`config.mk`:
```
export PLATFORM = sky130hd
export DESIGN_NAME = seven_segment_scan_reader
export DESIGN_NICKNAME = d
export VERILOG_FILES = /design/src/rtl/seg7_pkg.sv /design/src/rtl/seg_glyph_decode.sv /design/src/rtl/seven_segment_scan_reader.sv
export SDC_FILE = /design/constraint.sdc
export NUM_CORES = 1
export LEC_CHECK = 0
export ABC_AREA = 1
export BUFFER_PORTS_ARGS = -buffer_cell sky130_fd_sc_hd__buf_4
export CAP_MARGIN = 20
export CORE_MARGIN = 10
export CORE_UTILIZATION = 45
export CTS_CLUSTER_DIAMETER = 30
export DETAILED_ROUTE_END_ITERATION = 8
export MAX_ROUTING_LAYER = met4
export PLACE_DENSITY = 0.7
export SLEW_MARGIN = 30
export SYNTH_ARGS = -nofsm -noshare
export SYNTH_HDL_FRONTEND = slang
export SYNTH_SLANG_ARGS = --single-unit
export TNS_END_PERCENT = 30
```
`constraint.sdc`:
```
create_clock -name clk -period 2.75 [get_ports clk]
set_input_delay 0.275 -clock clk [delete_from_list [all_inputs] [get_ports clk]]
set_output_delay 0.275 -clock clk [all_outputs]
set_load 0.03 [all_outputs]
```
`src/rtl/seg7_pkg.sv`:
```
// Shared constants, glyph patterns and FSM state type for the seven-segment scan reader.
package seg7_pkg;

  localparam int unsigned SEG_W = 7;
  localparam int unsigned NIB_W = 4;

  // Segment order: bit6=a .. bit0=g, active-high.
  localparam logic [SEG_W-1:0] GLYPH_0 = 7'h7E;
  localparam logic [SEG_W-1:0] GLYPH_1 = 7'h30;
  localparam logic [SEG_W-1:0] GLYPH_2 = 7'h6D;
  localparam logic [SEG_W-1:0] GLYPH_3 = 7'h79;
  localparam logic [SEG_W-1:0] GLYPH_4 = 7'h33;
  localparam logic [SEG_W-1:0] GLYPH_5 = 7'h5B;
  localparam logic [SEG_W-1:0] GLYPH_6 = 7'h5F;
  localparam logic [SEG_W-1:0] GLYPH_7 = 7'h70;
  localparam logic [SEG_W-1:0] GLYPH_8 = 7'h7F;
  localparam logic [SEG_W-1:0] GLYPH_9 = 7'h7B;
  localparam logic [SEG_W-1:0] GLYPH_A = 7'h77;
  localparam logic [SEG_W-1:0] GLYPH_B = 7'h1F;
  localparam logic [SEG_W-1:0] GLYPH_C = 7'h4E;
  localparam logic [SEG_W-1:0] GLYPH_D = 7'h3D;
  localparam logic [SEG_W-1:0] GLYPH_E = 7'h4F;
  localparam logic [SEG_W-1:0] GLYPH_F = 7'h47;

  typedef enum logic [1:0] {
    ST_IDLE,
    ST_TRACK,
    ST_HELD
  } scan_state_t;

endpackage

```
`src/rtl/seg_glyph_decode.sv`:
```
// Combinational seven-segment pattern to nibble decoder.
// Hex letters A-F are recognised only when SEG_SCAN_HEX_EN is defined.
module seg_glyph_decode
  import seg7_pkg::*;
(
  input  logic [SEG_W-1:0] i_seg,
  output logic [NIB_W-1:0] o_nib,
  output logic             o_valid
);

  always_comb begin
    o_nib   = '0;
    o_valid = 1'b1;
    case (i_seg)
      GLYPH_0: o_nib = 4'h0;
      GLYPH_1: o_nib = 4'h1;
      GLYPH_2: o_nib = 4'h2;
      GLYPH_3: o_nib = 4'h3;
      GLYPH_4: o_nib = 4'h4;
      GLYPH_5: o_nib = 4'h5;
      GLYPH_6: o_nib = 4'h6;
      GLYPH_7: o_nib = 4'h7;
      GLYPH_8: o_nib = 4'h8;
      GLYPH_9: o_nib = 4'h9;
`ifdef SEG_SCAN_HEX_EN
      GLYPH_A: o_nib = 4'hA;
      GLYPH_B: o_nib = 4'hB;
      GLYPH_C: o_nib = 4'hC;
      GLYPH_D: o_nib = 4'hD;
      GLYPH_E: o_nib = 4'hE;
      GLYPH_F: o_nib = 4'hF;
`endif
      default: o_valid = 1'b0;
    endcase
  end

endmodule

```
`src/rtl/seven_segment_scan_reader.sv`:
```
// Reconstructs digits from a multiplexed seven-segment bus with a stability filter
// and delivers whole frames over valid/ready. Optional hex decode: SEG_SCAN_HEX_EN.
module seven_segment_scan_reader
  import seg7_pkg::*;
#(
  parameter int unsigned DIGITS        = 4,
  parameter int unsigned STABLE_CYCLES = 3
) (
  input  logic                  clk,
  input  logic                  rst,
  input  logic [SEG_W-1:0]      seg_in,
  input  logic [DIGITS-1:0]     dig_in,
  output logic [4*DIGITS-1:0]   out_data,
  output logic                  out_valid,
  input  logic                  out_ready,
  output logic [DIGITS-1:0]     digit_valid,
  output logic                  glyph_err
);

  localparam int unsigned CNT_W = $clog2(STABLE_CYCLES + 1);
  localparam logic [CNT_W-1:0] CNT_MAX = CNT_W'(STABLE_CYCLES);
  localparam logic [CNT_W-1:0] CNT_ONE = CNT_W'(1);

  logic [SEG_W-1:0]    r_seg, r_prev_seg;
  logic [DIGITS-1:0]   r_dig, r_prev_dig;
  logic [CNT_W-1:0]    r_cnt;
  logic [4*DIGITS-1:0] r_slots;
  scan_state_t         r_state;

  scan_state_t         w_state_next;
  logic [CNT_W-1:0]    w_cnt_next;
  logic                w_commit;
  logic                w_onehot;
  logic                w_change;
  logic [NIB_W-1:0]    w_nib;
  logic                w_glyph_ok;
  logic [DIGITS-1:0]   w_commit_mask;
  logic                w_load;

  seg_glyph_decode u_decode (
    .i_seg   (r_seg),
    .o_nib   (w_nib),
    .o_valid (w_glyph_ok)
  );

  assign w_onehot = $onehot(r_dig);
  assign w_change = (r_seg != r_prev_seg) || (r_dig != r_prev_dig);

  // A commit fires on the single transition of the run counter into CNT_MAX,
  // so a pattern held indefinitely in HELD never commits again.
  always_comb begin
    w_state_next = r_state;
    w_cnt_next   = r_cnt;
    w_commit     = 1'b0;
    if (!w_onehot) begin
      w_state_next = ST_IDLE;
      w_cnt_next   = '0;
    end else if (w_change) begin
      w_cnt_next   = CNT_ONE;
      w_commit     = (CNT_ONE == CNT_MAX);
      w_state_next = w_commit ? ST_HELD : ST_TRACK;
    end else if (r_cnt != CNT_MAX) begin
      w_cnt_next   = r_cnt + CNT_ONE;
      w_commit     = (w_cnt_next == CNT_MAX);
      w_state_next = w_commit ? ST_HELD : ST_TRACK;
    end else begin
      w_state_next = ST_HELD;
    end
  end

  assign w_commit_mask = (w_commit && w_glyph_ok) ? r_dig : '0;
  assign w_load        = (&digit_valid) && (!out_valid || out_ready);

  always_ff @(posedge clk) begin
    if (rst) begin
      r_state <= ST_IDLE;
    end else begin
      r_state <= w_state_next;
    end
  end

  always_ff @(posedge clk) begin
    if (rst) begin
      r_seg       <= '0;
      r_dig       <= '0;
      r_prev_seg  <= '0;
      r_prev_dig  <= '0;
      r_cnt       <= '0;
      r_slots     <= '0;
      out_data    <= '0;
      out_valid   <= 1'b0;
      digit_valid <= '0;
      glyph_err   <= 1'b0;
    end else begin
      r_seg      <= seg_in;
      r_dig      <= dig_in;
      r_prev_seg <= r_seg;
      r_prev_dig <= r_dig;
      r_cnt      <= w_cnt_next;
      glyph_err  <= w_commit && !w_glyph_ok;
      for (int unsigned i = 0; i < DIGITS; i++) begin
        if (w_commit_mask[i]) r_slots[4*i +: 4] <= w_nib;
      end
      // The snapshot takes the pre-commit slots; a same-cycle commit starts the next frame.
      if (w_load) begin
        out_data    <= r_slots;
        out_valid   <= 1'b1;
        digit_valid <= w_commit_mask;
      end else begin
        if (out_ready) out_valid <= 1'b0;
        digit_valid <= digit_valid | w_commit_mask;
      end
    end
  end

endmodule

```
[Yosys cells after proc, flatten, opt, wreduce, memory -nomap -nowiden]
Cells that the tools add are included.
Operators by class
  add/subtract/negate cells: 4
  equal/unequal tests: 15
  multiplexer cells: 11
  bitwise gates (word level): 2
  reductions and logical operators: 13
Operators with widths (number)
  equality test 7 bit, second input constant: 8
  case mux 4 bit (9 select lines): 1
  equality test 7 x 6 -> 1 bit, second input constant: 2
  OR reduction 10 bit: 1
  2-to-1 mux 1 bit: 8
  2-to-1 mux 4 bit: 2
  != test 7 bit: 1
  adder 1 x 1 -> 2 bit: 2
  != test 4 bit: 1
  bitwise OR 4 bit: 1
  AND reduction 4 bit: 1
  nonzero test 2 bit: 2
  adder 2 x 2 -> 3 bit: 1
  equality test 3 x 1 -> 1 bit, second input constant: 1
  logical AND 1 bit: 3
  OR reduction 3 bit: 1
  adder 2 x 1 -> 2 bit, second input constant: 1
  equality test 2 bit, second input constant: 1
  zero test 1 bit: 2
  logical OR 1 bit: 2
  != test 2 bit, second input constant: 1
  OR reduction 2 bit: 1
  inverter 1 bit: 1
Storage, ports and cells
  register bits after elaboration: 62
  input bits: 14
  output and inout bits: 22
  logic and storage cells: 59

[Depth between registers and ports, before layout]
Gate-level depths: netlist of the first run.
  depth after elaboration: 9
  mapped depth: 14
  depth with buffers taken out: 12

[Modules after synthesis]
A second synthesis of the first run with hierarchy kept.
Second synthesis, totals
  cells, all modules: 372
  area total of the unflattened synthesis: 2642.5 µm²
By module, submodules not included
  seven_segment_scan_reader: times used 1, cells an instance 321, area an instance 2427.3 µm², seq. area each 1241.2 µm²
  seg_glyph_decode: times used 1, cells an instance 51, area an instance 215.2 µm², seq. area each 0.0 µm²

[Worst setup path after synthesis of the first run]
Ideal clock, no wire load.
  kind: register -> register
  from: register r_dig[0]
  to: register r_slots[11]
  library setup time: 0.110 ns
  arrival: 2.381 ns
  data required time: 2.640 ns
  setup slack: 0.259 ns
  cell stages (with the launch flop): 13
  path buffers: 1
  clock period less this slack: 2.491 ns
  path through: dfxtp_1 -> inv_1 -> fa_1 -> inv_1 -> ha_1 -> ha_1 -> nor3b_1 -> nand2_1 -> nor2_4 -> buf_2 -> nand4_1 -> nand2_1 -> nor2_1
Between the ends
  longest elaborated chain between the ends: 6
  elaborated cells between the ends (all ways): 9
  classes of those cells: add/sub (2); eq/ne (2); mux (3); reduce/logical (2)
Ends and longest elaborated chain
  start, declared: line seven_segment_scan_reader.sv:25  | logic [DIGITS-1:0] r_dig, r_prev_dig;
  start signal, assigned: line seven_segment_scan_reader.sv:96  | r_dig <= dig_in;
  adder 1 x 1 -> 2 bit (implied by the code) or != test 4 bit (tied branches): line seven_segment_scan_reader.sv:46, seven_segment_scan_reader.sv:47
  adder 2 x 2 -> 3 bit (implied by the code) or logical OR 1 bit (tied branches): line seven_segment_scan_reader.sv:46, seven_segment_scan_reader.sv:47
  equality test 3 x 1 -> 1 bit or 2-to-1 mux 1 bit (tied branches): line seven_segment_scan_reader.sv:46, seven_segment_scan_reader.sv:58
  2-to-1 mux 1 bit (*): line seven_segment_scan_reader.sv:55  | if (!w_onehot) begin
  logical AND 1 bit (*): line seven_segment_scan_reader.sv:71  | assign w_commit_mask = (w_commit && w_glyph_ok) ? r_dig : '0;
  2-to-1 mux 4 bit (*): line seven_segment_scan_reader.sv:71
  end signal, assigned by index: line seven_segment_scan_reader.sv:102  | if (w_commit_mask[i]) r_slots[4*i +: 4] <= w_nib;
  end, declared: line seven_segment_scan_reader.sv:27  | logic [4*DIGITS-1:0] r_slots;
Mark *: on every way between the ends. The rest lies on a longest branch, timed or not.
A chain may end at the register's enable or synchronous reset.

[Worst setup path after layout of the first run]
  from: register r_dig[0]
  to: register r_slots[10]
The elaborated chain is that of the path after synthesis.

==> results of run 1 <==
-- logic make-up (layout without fill, tap and decap cells) --
kind of cell | Yosys count | count (layout) | share of synthesized area, %
buffers and inverters | 89 | 130 | 13.1
AO/OA/AOI/OAI | 42 | 42 | 7.94
XOR/XNOR | 5 | 5 | 1.61
adder cells (fa/ha/maj) | 5 | 5 | 2.57
flip-flops | 62 | 62 | 45.5
AND/OR/NAND/NOR | 171 | 171 | 29.3
-- per-stage QoR --
stage / cell area, um2 / power, W / std cells / hold WS, ns / utilization (%)
after global placement: 3050 / 0.00106 / 474 / 0.443 / 51.9
after detailed placement: 3050 / 0.00106 / 474 / 0.448 / 51.9
after floorplan: 2730 / 0.00103 / 374 / 0.382 / -
after CTS: 3290 / 0.00198 / 490 / 0.120 / 55.9
after global routing: 3290 / 0.00204 / 490 / 0.138 / 55.9
final: 3290 / 0.00196 / 490 / 0.132 / 55.9
-- final cells by class --
cell class              count  area, um2  area share [%]
multi-input cells         223       1130            34.3
flip-flops and latches     62       1240            37.7
clock inverters             3       65.1            1.98
well taps                  75       93.8            2.85
clock buffers              13        169            5.14
inverters                  74        278            8.45
repair buffers             40        313            9.51
-- synthesized netlist by cell type, drive strengths merged --
master,instances,area [um2]
nand2,81,307
inv,74,278
nor2,63,264
dfxtp,62,1240
a21oi,23,115
o21ai,18,93.8
nand4,16,100
buf,9,57.6
nand3,7,103
clkbuf,6,22.5
ha,4,50.1
xnor2,4,35.0
nor3,2,10.0
nor3b,2,15.0
fa,1,20.0
o31ai,1,7.51
xor2,1,8.76
-- worst paths after layout --
kind                      startpoint                       end  cells past startpoint
min reg2reg  r_slots[3]$_SDFFE_PP0P_  out_data[3]$_SDFFE_PP0P_                      2
min                        seg_in[6]       r_seg[6]$_SDFF_PP0_                      3
max reg2reg      r_dig[0]$_SDFF_PP0_  r_slots[10]$_SDFFE_PP0P_                     13
max              r_dig[0]$_SDFF_PP0_  r_slots[10]$_SDFFE_PP0P_                     13
-- power breakdown --
group / internal (W) / total (W) / switching, W
sequential: 0.000915 / 0.000930 / 0.0000149
combinational: 0.0000460 / 0.000110 / 0.0000639
clock: 0.000583 / 0.000922 / 0.000339
total: 0.00154 / 0.00196 / 0.000417
-- sequential cells by signal, indices dropped and copies added (netlist names) --
register and cells:
r_dig 4, r_prev_dig 4, out_data 16, r_seg 7, glyph_err 1, r_slots 16
r_cnt 2, digit_valid 4, out_valid 1, r_prev_seg 7
-- layer usage --
metal | share of wire [%] | global-route usage [%] | up-vias
li1 | - | - | 1200
met1 | 47 | 12.9 | 965
met2 | 46 | 17.7 | 43
met3 | 4.9 | 3.38 | 15
met4 | 2.6 | 7.27 | 0
met5 | 0 | - | -
-- critical path, stage by stage, from the launching register on --
cell     delay [ns]
dfxtp_1        0.33
inv_1          0.08
fa_1           0.53
inv_1          0.04
ha_1           0.17
ha_1           0.27
nor3b_1        0.29
nand2_1        0.14
nor2_4         0.14
buf_12         0.17
nand3_4        0.09
nand2_1        0.09
inv_1          0.04
nor2_1         0.10
==> results.md, run 1 <==
* Outcome: completed
* Syn avg cell area at 7.29 um2
* Clock period minus worst slack at 2.54 ns
* Initial DRC Count at 48
* Die Footprint at 0.00958 mm2
* Final GP Congestion at 0.893
* Grt ovf at 0
* Fill cell count at 567
* Commonest non-fill, non-tap cell in the layout: nand2_1
* CP Max Fanout at 20
* Max-cap viol count at 0
* Distinct cell type count of the synthesized netlist at 27
* I/O pin count at 36
* Skew-Pair Late Insertion Delay at 0.34 ns
* Leakage at 1.55 nW
* Startpoint types: flop
* Nature of the critical path endpoint: flop
* Rel. slew slack at 49.2%
* FMAX at 394 MHz
* Vias/cell at 4.54
* H-tree lvl count at 3
* Wire per inst at 10.8 um
* NumNets Final at 429
* Setup CP Type: flop to flop
* Syn Inst Count at 374
* First-pass GRT wire length at 9030 um
* Period utilisation layout at 92.3%
* Num CTS Buffers at 9
* Root Buffer: clkbuf_8
* Synth Net Count at 393
* Final Slew Violations at 0
* Area delta synth->final at 20.6%
* Maximum VDD drop at 0.000352 V
* # port buffers at 35
* Die Y at 97.9 um
* Slew @ Worst Pin at 0.761 ns
* Clock skew at 0.00749 ns
* Worst Path Required at 3.02 ns
* CTS tree: yes
* Synth Register Bits at 62
* Standard-cell row count at 28
* First-pass DRT Iterations at 5
* Synth Warn # at 0
* Share of layout cells above drive strength 1 at 16.9%
* Initial core utilization at 46.3%
* RSZ-0062 raised after global routing: no
* Core area at 0.00589 mm2
* Seq/Total Area, Yosys at 45.5%
* Vias in the first global route at 2051
* Clock Tree Buf Depth at 2
* Total track usage at 11.5%
* Setup TNS Final at 0 ns
* Setup WS pre-CTS at 0.257 ns
* Largest net degree at the start of global routing at 33
* DRC errors left at 0
* Post-DP HPWL at 3830 um
* Most frequent cells in the layout: nand2_1 (80), inv_1 (72), dfxtp_1 (62), nor2_1 (58), buf_4 (39)
* Postcts setup bufs at 0
* CTS-repair resized insts at 0
* Syn Std Cell Area at 0.00273 mm2
* Final hold vios at 0
* Via count at 2223
* R2R setup slack at 0.21 ns
* WP data arrival at 2.81 ns
* Clock Sinks at 62
* Antenna-violating nets left at 0
* Total wire length at 5310 um
* Power per Cell Area at 597 mW/mm2
* Die X at 97.9 um
* PnR worst setup slack at 0.211 ns
* Setup Viol. Count Final at 0
* Worst Hold Class: input port to flop
* CTS Hold Bufs at 0
* Clock transition at path regs at 0.06 ns
* Initial antenna violation count at 0
* Antenna diode count at 0
Power figures use the tool's default switching activity.
==> inputs of run 2 (changes only) <==
Settings changed: PLACE_DENSITY 0.7 to 0.65.
==> results.md, run 2 (synthesis results as in run 1) <==
* Wire per inst at 10.9 um
* Family with the most delay on the worst path: adder cells
* Reg2reg end: r_slots[9]$_SDFFE_PP0P_
* First-pass DRT Iterations at 4
* Commonest non-fill, non-tap cell in the layout: nand2_1
* Post-DP HPWL at 3770 um
* Leakage at 1.56 nW
* CP Max Fanout at 20
* Clock period minus worst slack at 2.48 ns
* Vias/cell at 4.51
* Largest stage delay on the critical path at 0.54 ns
* Power per Cell Area at 598 mW/mm2
* Initial core utilization at 46.3%
* Setup TNS Final at 0 ns
* Nature of the critical path endpoint: flop
* Top flop regs: out_data x16, r_slots x16
* Outcome: completed
* Worst-path cell chain: inv_1 -> fa_1 -> inv_1 -> ha_1 -> ha_1 -> nor3b_2 -> nand2_1 -> nor2_4 -> buf_12 -> nand3_4 -> nand2_1 -> inv_1 -> nor2_1
* Initial DRC Count at 86
* RSZ-0062 raised after global routing: no
* CTS Hold Bufs at 0
* Setup Viol. Count Final at 0
* Largest net degree at the start of global routing at 33
* Grt ovf at 0
* Num CTS Buffers at 9
* CTS tree: yes
* Initial antenna violation count at 0
* Share of layout cells above drive strength 1 at 17.1%
* Die X at 97.9 um
* Buf/Inv on CP at 4
* Area delta synth->final at 20.7%
* Antenna-violating nets left at 0
* Final hold vios at 0
* Clock Tree Buf Depth at 2
* Min-delay src: seg_in[4]
* NumNets Final at 429
* Most frequent cells in the layout: nand2_1 (80), inv_1 (72), dfxtp_1 (62), nor2_1 (58), buf_4 (39)
* Die Y at 97.9 um
* Fill cell count at 583
* Rel. slew slack at 50.4%
* Setup CP Type: flop to flop
* Clock Sinks at 62
* Max-cap viol count at 0
* CP most frequent cell: inv_1
* WHS Endpoint: r_seg[4]$_SDFF_PP0_
* Final GP Congestion at 0.898
* R2R setup slack at 0.27 ns
* Slew @ Worst Pin at 0.744 ns
* Worst Hold Class: input port to flop
* First-pass GRT wire length at 9520 um
* H-tree lvl count at 3
* I/O pin count at 36
* Period utilisation layout at 90.0%
* Skew-Pair Late Insertion Delay at 0.34 ns
* Post-layout instance area at 0.00329 mm2
* Root Buffer: clkbuf_8
* FMAX at 404 MHz
* Final Slew Violations at 0
* Vias in the first global route at 2131
* Antenna diode count at 0
* Placed inst area at 0.00305 mm2
* Die Footprint at 0.00958 mm2
* Total wire length at 5340 um
* DRC errors left at 0
* Clock transition at path regs at 0.07 ns
* Crit path max-delay cell type: fa_1
* Worst Path Required at 3.03 ns
* # port buffers at 35
* Startpoint types: flop
* Worst r2r src: r_dig[0]$_SDFF_PP0_
* Worst Hold Path Cells at 3
* Cells on worst reg2reg path at 13
* Maximum VDD drop at 0.000275 V
* Clock skew at 0.00796 ns
* Standard-cell row count at 28
* Core area at 0.00589 mm2
* Via count at 2208
* WP data arrival at 2.76 ns
* Total track usage at 12.1%
run 2: cell counts in the layout (fill, tap and decap cells not counted):
Identical to the previous run, type by type.
run 2: how the worst max path moves through the flow:
stage / start / depth (start not counted) / slack [ns] / to
6_report: r_dig[0]$_SDFF_PP0_ / 13 / 0.27 / r_slots[9]$_SDFFE_PP0P_
2_1_floorplan: r_dig[0]$_SDFF_PP0_ / 12 / 0.26 / r_slots[11]$_SDFFE_PP0P_
4_1_cts: r_dig[0]$_SDFF_PP0_ / 13 / 0.19 / r_slots[9]$_SDFFE_PP0P_
3_5_place_dp: r_dig[0]$_SDFF_PP0_ / 13 / 0.25 / r_slots[14]$_SDFFE_PP0P_
3_3_place_gp: r_dig[0]$_SDFF_PP0_ / 13 / 0.35 / r_slots[2]$_SDFFE_PP0P_
5_1_grt: r_dig[0]$_SDFF_PP0_ / 13 / 0.07 / r_slots[14]$_SDFFE_PP0P_
run 2: area by class of cell:
cell class / count / area, um2 / share of cell area (%)
clock buffers: 13 / 169 / 5.13
clock inverters: 3 / 65.1 / 1.98
inverters: 74 / 278 / 8.43
repair buffers: 40 / 313 / 9.50
multi-input cells: 223 / 1130 / 34.4
flip-flops and latches: 62 / 1240 / 37.7
well taps: 75 / 93.8 / 2.85
run 2: worst reg2reg max path, stage by stage (launching register included):
cell,delay [ns]
dfxtp_1,0.33
inv_1,0.08
fa_1,0.54
inv_1,0.04
ha_1,0.17
ha_1,0.29
nor3b_2,0.23
nand2_1,0.12
nor2_4,0.14
buf_12,0.17
nand3_4,0.10
nand2_1,0.09
inv_1,0.04
nor2_1,0.08
run 2: repair_timing:
action / in CTS / in global routing
gates resized for setup: 0 / 1
endpoints found under the setup margin: 0 / 1
buffers inserted: 0 / 0
run 2: metrics by stage:
stage	hold slack, ns	total power [W]	worst slack [ns]	util [%]	cells
floorplan	0.382	0.00103	0.259	-	374
global placement	0.443	0.00106	0.353	51.9	474
detailed placement	0.444	0.00106	0.250	51.9	474
CTS	0.118	0.00198	0.193	55.9	490
global route	0.131	0.00204	0.0720	56.0	490
finish	0.125	0.00197	0.275	56.0	490
run 2: layer usage:
metal | global-route usage [%] | vias up | part of all wire, %
met5 | - | - | 0
met4 | 6.71 | 0 | 1.8
met3 | 3.45 | 12 | 4.3
met2 | 19.4 | 41 | 47
met1 | 13.3 | 950 | 47
li1 | - | 1205 | -
run 2: power by group:
group          switching (W)  total (W)  internal (W)
registers          0.0000157   0.000931      0.000915
logic              0.0000649   0.000112     0.0000476
clock network       0.000342   0.000926      0.000583
==> inputs of run 3 (changes only) <==
Settings changed: BUFFER_PORTS_ARGS -buffer_cell sky130_fd_sc_hd__buf_4 to unset, CORE_MARGIN 10 to 2, DONT_BUFFER_PORTS set to 1, PLACE_DENSITY 0.65 to 0.6.
==> results.md, run 3 (synthesis results as in run 1) <==
* Final Core Density at 50.7%
* Post-DP HPWL at 3410 um
* Num CTS Buffers at 9
* Setup crit start: r_dig[0]$_SDFF_PP0_
* Core area at 0.00589 mm2
* I/O pin count at 36
* Commonest non-fill, non-tap cell in the layout: nand2_1
* Startpoint types: flop
* Antenna-violating nets left at 0
* FMAX at 396 MHz
* Slew @ Worst Pin at 0.729 ns
* Via count at 2061
* Net Sw Frac at 23.9%
* PnR worst setup slack at 0.226 ns
* CP Max Fanout at 20
* Most frequent cells in the layout: nand2_1 (80), inv_1 (72), dfxtp_1 (62), nor2_1 (58), a21oi_1 (23)
* Setup CP Type: flop to flop
* Total wire length at 4920 um
* Internal at 0.00136 W
* Vias/cell at 4.52
* Vias in the first global route at 1859
* Clock Tree Buf Depth at 2
* Worst Path Required at 3.03 ns
* CTS tree: yes
* Top flop regs: out_data x16, r_slots x16
* Share of layout cells above drive strength 1 at 9.71%
* Leakage at 1.35 nW
* Cells on worst reg2reg path at 13
* WP data arrival at 2.80 ns
* Skew-Pair Late Insertion Delay at 0.34 ns
* Rel. slew slack at 51.3%
* Antenna diode count at 0
* H-tree lvl count at 3
* Final hold vios at 0
* Critical path capture point: r_slots[8]$_SDFFE_PP0P_
* Setup Viol. Count Final at 0
* WHS at 0.0283 ns
* Root Buffer: clkbuf_8
* Clock period minus worst slack at 2.52 ns
* Setup WS pre-CTS at 0.251 ns
* Area delta synth->final at 9.45%
* Setup TNS Final at 0 ns
* Reg2reg end: r_slots[8]$_SDFFE_PP0P_
* # port buffers at 0
* Die X at 81.9 um
* RSZ-0062 raised after global routing: no
* Total track usage at 16.7%
* Maximum VDD drop at 0.000325 V
* Die Y at 81.9 um
* Worst r2r src: r_dig[0]$_SDFF_PP0_
* Largest net degree at the start of global routing at 33
* Comb pwr share at 5.4%
* Die Footprint at 0.00670 mm2
* Clock Sinks at 62
* Psw at 0.000427 W
* First-pass DRT Iterations at 4
* Clock power share at 42.5%
* Standard-cell row count at 28
* Grt ovf at 0
* Final Slew Violations at 0
* Clock transition at path regs at 0.06 ns
* Nature of the critical path endpoint: flop
* Wire per inst at 10.8 um
* Initial core utilization at 46.3%
* Initial DRC Count at 54
* First-pass GRT wire length at 8130 um
* DRC errors left at 0
* Power per Cell Area at 599 mW/mm2
* NumNets Final at 395
* Final GP Congestion at 0.896
* Initial antenna violation count at 0
* R2R setup slack at 0.23 ns
* Max-cap viol count at 0
* Flop pwr share at 52.0%
* Outcome: completed
* Clock skew at 0.00869 ns
* Period utilisation layout at 91.8%
* Worst Hold Class: input port to flop
## run 3: cell count changes in the layout (fill, tap and decap cells not counted), moves of 2 or more
cell / change
buf_4: -35
clkbuf_8: -3
clkinv_2: +3
clkinvlp_4: +2
## run 3: per-layer routing
layer	global-route usage, %	vias to the layer above	routed length (um)
met3	4.95	6	186
met1	18.7	884	2370
met2	26.8	34	2290
li1	-	1137	-
met5	-	-	0
met4	8.50	0	74
## run 3: through the flow
| step | power (W) | area [um2] | cells |
|---|---|---|---|
| after global placement | 0.00104 | 2790 | 439 |
| final | 0.00179 | 2990 | 456 |
| after detailed placement | 0.00104 | 2790 | 439 |
| after CTS | 0.00181 | 2990 | 456 |
| after floorplan | 0.00103 | 2730 | 374 |
| after global routing | 0.00186 | 2990 | 456 |
## run 3: worst max-delay path, stage by stage (launching register included)
cell and delay, ns:
dfxtp_1 0.33, inv_1 0.08, fa_1 0.53, inv_1 0.04, ha_1 0.17, ha_1 0.27
nor3b_1 0.27, nand2_1 0.14, nor2_4 0.15, buf_12 0.17, nand3_4 0.11, nand2_1 0.08
inv_1 0.03, nor2_1 0.08
## run 3: how the worst min path moves through the flow
stage               from                        end  depth (start not counted)
2_1_floorplan  dig_in[0]        r_dig[0]$_SDFF_PP0_                          2
3_3_place_gp         rst  digit_valid[1]$_SDFF_PP0_                          1
3_5_place_dp         rst  digit_valid[0]$_SDFF_PP0_                          1
5_1_grt              rst        r_dig[1]$_SDFF_PP0_                          1
4_1_cts        dig_in[2]        r_dig[2]$_SDFF_PP0_                          2
6_report             rst        r_dig[1]$_SDFF_PP0_                          1
## run 3: cell type report
type	count	area [um2]
clock buffers	9	124
clock inverters	7	65.1
fillers	587	2900
inverters	74	278
multi-input cells	223	1130
flip-flops and latches	62	1240
well taps	75	93.8
repair buffers	6	55.1
## run 3: power groups by stage
stage                     clock network (W)  registers [W]  logic (W)
after global routing               0.000813       0.000932   0.000115
final                              0.000760       0.000930  0.0000973
after detailed placement                  0       0.000950  0.0000919
after global placement                    0       0.000950  0.0000895
after CTS                          0.000783       0.000930  0.0000999
after floorplan                           0       0.000948  0.0000792
## run 3: what timing repair did
item,in CTS,in global routing
endpoints found under the hold margin,26,0
gates resized for setup,0,0
setup buffers,0,0
hold buffers,1,0
